$ cat src/rtl/jk_bank_driver.sv
// jk_bank_driver: drives one cycle of J/K excitation into an external JK bank, then
// verifies the Q readback and retries. Build macro JKDRV_TOGGLE_EN selects toggle excitation.
module jk_bank_driver #(
   parameter int WIDTH     = 4,
   parameter int MAX_RETRY = 2
) (
   input  logic             clk,
   input  logic             reset,
   input  logic             tgt_valid,
   output logic             tgt_ready,
   input  logic [WIDTH-1:0] tgt_data,
   input  logic [WIDTH-1:0] q_in,
   output logic [WIDTH-1:0] j_out,
   output logic [WIDTH-1:0] k_out,
   output logic             busy,
   output logic             done,
   output logic             err
);

   localparam int CW = (MAX_RETRY > 0) ? $clog2(MAX_RETRY + 1) : 1;

   typedef enum logic [1:0] {
      IDLE,
      DRIVE,
      CHECK
   } state_t;

   state_t           state, state_nx;
   logic [WIDTH-1:0] target, target_nx;
   logic [WIDTH-1:0] j_nx, k_nx;
   logic [WIDTH-1:0] exc_tgt, diff, j_calc, k_calc;
   logic [CW-1:0]    retry_cnt, retry_nx;
   logic             done_nx, err_nx;

   assign tgt_ready = (state == IDLE);
   assign busy      = (state == DRIVE) || (state == CHECK);

   // First attempt excites toward the incoming word; retries use the registered target.
   assign exc_tgt = (state == IDLE) ? tgt_data : target;
   assign diff    = q_in ^ exc_tgt;

`ifdef JKDRV_TOGGLE_EN
   assign j_calc = diff;
   assign k_calc = diff;
`else
   assign j_calc = diff & exc_tgt;
   assign k_calc = diff & ~exc_tgt;
`endif

   always_comb begin
      // NOTE: every variable gets a default first so no path can infer a latch.
      state_nx  = state;
      target_nx = target;
      retry_nx  = retry_cnt;
      j_nx      = '0;
      k_nx      = '0;
      done_nx   = 1'b0;
      err_nx    = 1'b0;
      unique case (state)
         IDLE: begin
            if (tgt_valid && tgt_ready) begin
               target_nx = tgt_data;
               retry_nx  = '0;
               j_nx      = j_calc;
               k_nx      = k_calc;
               state_nx  = DRIVE;
            end
         end
         DRIVE: begin
            state_nx = CHECK;
         end
         CHECK: begin
            if (q_in == target) begin
               done_nx  = 1'b1;
               state_nx = IDLE;
            end else if (retry_cnt < CW'(MAX_RETRY)) begin
               retry_nx = retry_cnt + CW'(1);
               j_nx     = j_calc;
               k_nx     = k_calc;
               state_nx = DRIVE;
            end else begin
               err_nx   = 1'b1;
               state_nx = IDLE;
            end
         end
         default: begin
            state_nx = IDLE;
         end
      endcase
   end

   // NOTE: sequential state uses non-blocking assignments only.
   always_ff @(posedge clk or posedge reset) begin
      if (reset) begin
         state     <= IDLE;
         target    <= '0;
         retry_cnt <= '0;
         j_out     <= '0;
         k_out     <= '0;
         done      <= 1'b0;
         err       <= 1'b0;
      end else begin
         state     <= state_nx;
         target    <= target_nx;
         retry_cnt <= retry_nx;
         j_out     <= j_nx;
         k_out     <= k_nx;
         done      <= done_nx;
         err       <= err_nx;
      end
   end

endmodule
$ cat config.mk
export PLATFORM = sky130hd
export DESIGN_NAME = jk_bank_driver
export DESIGN_NICKNAME = d
export VERILOG_FILES = /design/src/rtl/jk_bank_driver.sv
export SDC_FILE = /design/constraint.sdc
export NUM_CORES = 1
export LEC_CHECK = 0
export CAP_MARGIN = 10
export CELL_PAD_IN_SITES_DETAIL_PLACEMENT = 0
export CELL_PAD_IN_SITES_GLOBAL_PLACEMENT = 1
export CORE_MARGIN = 2
export CORE_UTILIZATION = 30
export CTS_CLUSTER_DIAMETER = 120
export CTS_CLUSTER_SIZE = 12
export DETAILED_ROUTE_END_ITERATION = 16
export PLACE_DENSITY_LB_ADDON = 0.1
export SLEW_MARGIN = 5
export SYNTH_ARGS = -nofsm -noshare
export SYNTH_HDL_FRONTEND = slang
export SYNTH_SLANG_ARGS = --single-unit
$ cat constraint.sdc
create_clock -name clk -period 1.7 [get_ports clk]
set_input_delay 0.34 -clock clk [delete_from_list [all_inputs] [get_ports clk]]
set_output_delay 0.34 -clock clk [all_outputs]
set_load 0.03 [all_outputs]
==> results.md, run 1 <==
* Status: finished, final reports clean
* DRT Wirelength at 1.77 mm
* Fmax at 617 MHz
* Wl on met1 at 859 um
* Commonest cells after routing, fill and taps aside: 20 x clkdlybuf4s50_1, 18 x dfrtp_1, 15 x buf_4
* Peak supply drop at 0.00100 V
* Met2 routed WL at 830 um
* Final GP Congestion at 0.724
* H-tree levels at 1
* Routed wl met3 at 60 um
* Period utilization at 95.4%
* Crit end category: output pin
* Crit path max fanout at 1
* Root buffer cell: clkbuf_4
* Setup WS pre-CTS at -182 ps
* Number of remaining DRC errors at 0
* Inserted Clock Buffers at 3
* Power Density at 1660 mW/mm^2
* CTS clk-pin slew, worst paths at 100 ps
* Synth-to-Final Area Change at 40.7%
* FILL cells at 292
* Die area at 0.00357 sq mm
* Final Worst Setup Slack at 78.9 ps
* Final Non-Filler Cells at 145
* Worst path depth at 1
* Int Power at 1.26 mW
* Logic gate share of total power at 58.6%
* Final Util at 43.7%
* Crit path largest cell delay at 660 ps
* CP top delay family: buffers and inverters
* Pleak at 0.573 nW
* Mean Syn Cell Area at 12.3 sq um
* Cells along the critical path: clkdlybuf4s50_1
* Core footprint at 0.00300 sq mm
* Congestion Overflow GR at 0
* Yosys reg bits at 18
* Placed Area at 0.00128 sq mm
* Register area share after synthesis at 48.3%
* Final Slew Violations at 0
* Detail Route Antenna Nets at 0
* Initial DRC Count at 27
* Hold_buf cts at 0
* Die width at 59.7 um
* Max Used Layer: met4
* Initial antenna violation count at 0
* CP arrival at 1280 ps
* Final Hold Viols at 0
* Number of diodes at 0
* Synthesized net count at 91
* Net Sw Frac at 42.2%
* Global-route wire length before repair at 3.11 mm
* Fraction of layout cells with a size suffix above 1 at 26.8%
* Cell with the largest stage delay on the worst path: clkdlybuf4s50_1
* DP HPWL at 1.34 mm
* Hold Crit Class: input port to asynchronous set/reset pin
* I/O Pins at 23
* Die Ht at 59.7 um
* Pre-antenna DRT Iters at 4
* WP data required at 1360 ps
* Post-synthesis cell area at 932 sq um
* Post-Synthesis Cells at 76
* Drt via density at 4.74
* Vias after detailed routing at 687
* Max Cap Viol at 0
* # port buffers at 22
* Commonest non-fill, non-tap cell in the layout: clkdlybuf4s50_1
* # clock sinks at 18
* DR WL/cell at 12.2 um
* Tightest Pin Transition at 437 ps
* Synth area leader: dfrtp_1
* RSZ-0062 raised after global routing: no
* Largest net degree at the start of global routing at 19
* CP bufs+invs at 1
* Vias in the first global route at 696
* Finished Cell Area at 0.00131 sq mm
* Worst setup SP type: flip-flop
* Relative slew slack at 70.8%
* Period minus WS final at 1620 ps
* Setup Viol. Count Final at 0
* Starting density of the core at 31.0%
* Synth area leaders: dfrtp_1 48%, ha_1 5.4%, mux2i_1 5.4%, mux2_2 4.8%, o41ai_2 3.5%
* Share of the synthesized area in the top cell type at 48.3%
* Clk_lat worst skew at 280 ps
* Final nets at 129
* Total GRT Usage at 11.9%
* Clk pwr share at 9.4%
* CTS tree: built
* Flop pwr share at 31.9%
* Worst Skew at 1.96 ps
* Yosys cell types at 24
* Row count at 20
* Synthesis Warnings at 0
* Crit Path Class: flip-flop to output pin
* Dpl cells at 142
* R2R depth at 6
* Net Switching at 0.918 mW
* Max clock buf depth at 2
## per-layer routing
metal  track usage [%]  vias to the layer above
met5                 0                        -
met4              5.71                        0
met3              2.60                        2
met2              18.5                       15
met1              15.7                      326
li1                  -                      344
## cell type report
type                       count  area (sq um)  share of cell area (%)
clock buffer                   3          22.5                    1.72
inverter                       5          18.8                    1.43
multi-input combinational     51           465                    35.5
sequential                    18           450                    34.4
tap                           33          41.3                    3.15
timing repair buffer          35           313                    23.9
## power by group through the flow
stage / clock network, mW / registers, mW / logic, mW
after floorplan: 0 / 0.799 / 0.733
after global routing: 0.244 / 0.716 / 1.39
after CTS: 0.220 / 0.694 / 1.29
after global placement: 0 / 0.707 / 1.26
after detailed placement: 0 / 0.706 / 1.25
final: 0.205 / 0.694 / 1.27
## worst paths after layout
| kind | to | slack [ps] | from |
|---|---|---|---|
| worst max-delay path | k_out[2] | 80 | k_out[2] |
| worst min-delay path | k_out[1] | 370 | reset |
| worst max register to register | j_out[3] | 200 | state[0] |
| worst min register to register | state[0] | 530 | retry_cnt[1] |
| max in group asynchronous | retry_cnt[1] | 1130 | reset |
| min in group clk | state[0] | 530 | retry_cnt[1] |
## cells by family after synthesis
| family | after synthesis | synth area share (%) |
|---|---|---|
| fa+ha+maj | 4 | 5.37 |
| mux | 9 | 10.2 |
| compound gates | 20 | 18.1 |
| buf+inv | 7 | 3.09 |
| flops | 18 | 48.3 |
| simple gates | 13 | 6.58 |
| xor+xnor | 5 | 8.32 |
## stage by stage
step | hold WS, ps | total power [mW] | TNS [ps]
floorplan | 279 | 1.53 | 0
global placement | 517 | 1.96 | -1150
detailed placement | 507 | 1.96 | -1220
CTS | 363 | 2.21 | 0
global route | 378 | 2.35 | 0
finish | 366 | 2.17 | 0
## state kept, by name, indices dropped and copies added (netlist names)
name / cells
state: 2
retry_cnt: 2
err: 1
j_out: 4
done: 1
target: 4
k_out: 4
## synthesized netlist by cell type
master    instances
xor2_1            1
dfrtp_1          18
inv_1             5
buf_2             2
mux2i_1           5
o211ai_1          1
xnor2_1           1
o21ai_0           5
mux2_2            4
o31ai_1           1
xor2_2            2
a211oi_1          4
o41ai_2           2
xor2_4            1
nor4_1            1
ha_1              4
nor2_1            2
and2_1            2
nand2_1           6
o41ai_4           1
nor2b_1           2
o41ai_1           1
a221o_1           1
a21oi_1           4
## timing repair
action | 4_1_cts | 5_1_grt
resized for setup | 2 | 0
setup endpoints to repair | 1 | 0
buffers inserted | 1 | 0
(Power assumes the default switching activity.)
==> inputs of run 2 (changes only) <==
CTS_BUF_LIST = sky130_fd_sc_hd__clkbuf_16   (was unset)
==> run 2 against run 1 <==
  * Combinational power about the same
  * Clock power grew 120%
  * Final cell count unchanged
  * Sequential share of layout area down 1.6 points
  * Largest cell class unchanged
  * First-iteration DRC count is 3.7% higher
  * Die area stayed put
  * Highest routed layer unchanged
  * Clock skew grew 1.5 ps
  * Setup slack better by 18 ps
  * Critical path depth is 4 higher
  * Non-clock buffer count stayed put
  * Routed wire length is 0.96% higher
  * Sequential power grew 2%
==> results.md, run 2 (same netlist as run 1, synthesis figures left out) <==
* Net Sw Frac at 38.9%
* Synth-to-Final Area Change at 47.5%
* Worst setup SP type: input port
* Inserted Clock Buffers at 3
* Logic gate share of total power at 52.5%
* WP data required at 1870 ps
* Root buffer cell: clkbuf_16
* Final Non-Filler Cells at 145
* Final Slew Violations at 0
* Minimum hold slack at 419 ps
* Initial DRC Count at 28
* Peak supply drop at 0.000847 V
* Status: finished, final reports clean
* Power Density at 1780 mW/mm^2
* R2R setup slack at 190 ps
* Initial antenna violation count at 0
* Relative slew slack at 73.9%
* Vias after detailed routing at 692
* H-tree levels at 1
* DP HPWL at 1.34 mm
* Largest net degree at the start of global routing at 19
* Row count at 20
* Number of diodes at 0
* Final GP Congestion at 0.724
* CP arrival at 1770 ps
* Max clock buf depth at 2
* Net Switching at 0.951 mW
* RSZ-0062 raised after global routing: no
* Pleak at 0.598 nW
* Flop pwr share at 29.0%
* Dpl cells at 142
* DR WL/cell at 12.3 um
* Congestion Overflow GR at 0
* Drt via density at 4.77
* Number of remaining DRC errors at 0
* Core footprint at 0.00300 sq mm
* Detail Route Antenna Nets at 0
* Clk pwr share at 18.5%
* Crit Path Class: input port to flip-flop
* Worst Skew at 3.41 ps
* Tightest Pin Transition at 387 ps
* Postcts setup bufs at 0
* Crit path max fanout at 4
* CTS clk-pin slew, worst paths at 50 ps
* # clock sinks at 18
* FF-to-FF End: j_out[3]
* Fmax at 624 MHz
* Hold Crit Class: input port to asynchronous set/reset pin
* Max Cap Viol at 0
* Clk_lat worst skew at 240 ps
* Setup WS pre-CTS at -182 ps
* Die Ht at 59.7 um
* Period minus WS final at 1600 ps
* Largest regs: j_out (4), k_out (4), target (4)
* Total GRT Usage at 12.2%
* Vias in the first global route at 701
* R2R depth at 6
* Die area at 0.00357 sq mm
* Period utilization at 94.3%
* Final Hold Viols at 0
* Setup Viol. Count Final at 0
* Die width at 59.7 um
* Int Power at 1.50 mW
* CTS tree: built
* DRT Wirelength at 1.79 mm
* Pre-antenna DRT Iters at 4
* Hold_buf cts at 0
* Final nets at 129
* Commonest non-fill, non-tap cell in the layout: clkdlybuf4s50_1
* Commonest cells after routing, fill and taps aside: 20 x clkdlybuf4s50_1, 18 x dfrtp_1, 14 x buf_4
* Fraction of layout cells with a size suffix above 1 at 28.6%
* Worst r2r src: state[0]
* Global-route wire length before repair at 3.13 mm
* Starting density of the core at 31.0%
* Final Worst Setup Slack at 96.6 ps
* CP Launch Point: q_in[1]
* # port buffers at 22
* I/O Pins at 23
* Crit end category: flip-flop
* Worst Setup EP: retry_cnt[0]
[run 2: cell counts in the layout (fill, tap and decap cells not counted)]
Identical to the previous run, type by type.
[run 2: critical path, cell delays in order]
cell             delay [ps]
clkdlybuf4s50_1         470
xor2_2                  210
o41ai_1                 410
buf_4                   180
mux2i_1                 160
[run 2: cell type report]
cell class              instances  area, sq um
clock buffers                   3         75.1
fillers                       282         1630
inverters                       5         18.8
multi-input cells              51          473
flip-flops and latches         18          450
well taps                      33         41.3
repair buffers                 35          317
[run 2: stage by stage]
step | TNS, ps | total power, mW | util [%] | instance area [sq um]
detailed placement | -1220 | 1.96 | 42.6 | 1280
global route | 0 | 2.63 | 45.8 | 1380
global placement | -1150 | 1.96 | 42.6 | 1280
finish | 0 | 2.45 | 45.8 | 1380
CTS | 0 | 2.46 | 45.4 | 1360
floorplan | 0 | 1.53 | - | 935
[run 2: timing repair]
item                                   4_1_cts  5_1_grt
setup endpoints to repair                    1        6
gates resized for setup                      1        4
endpoints found under the hold margin        0        0
pin swaps                                    0        0
[run 2: worst min path at each step]
stage,cells after the start,slack [ps],endpoint
finish,3,420,j_out[3]
global route,3,450,k_out[1]
CTS,3,420,done
detailed placement,1,510,state[0]
global placement,1,520,state[0]
floorplan,1,280,done
[run 2: metal layers]
metal / wire [um] / GRT usage, % / up-vias
met5: 0 / 0 / -
met1: 856 / 15.8 / 326
met4: 17 / 7.30 / 0
li1: - / - / 345
met2: 838 / 18.0 / 19
met3: 75 / 3.46 / 2
[run 2: power groups by stage]
stage               logic (mW)  clock network (mW)  registers [mW]
floorplan                0.733                   0           0.799
global placement          1.26                   0           0.707
detailed placement        1.25                   0           0.706
CTS                       1.29               0.470           0.702
global route              1.40               0.498           0.732
finish                    1.28               0.453           0.710
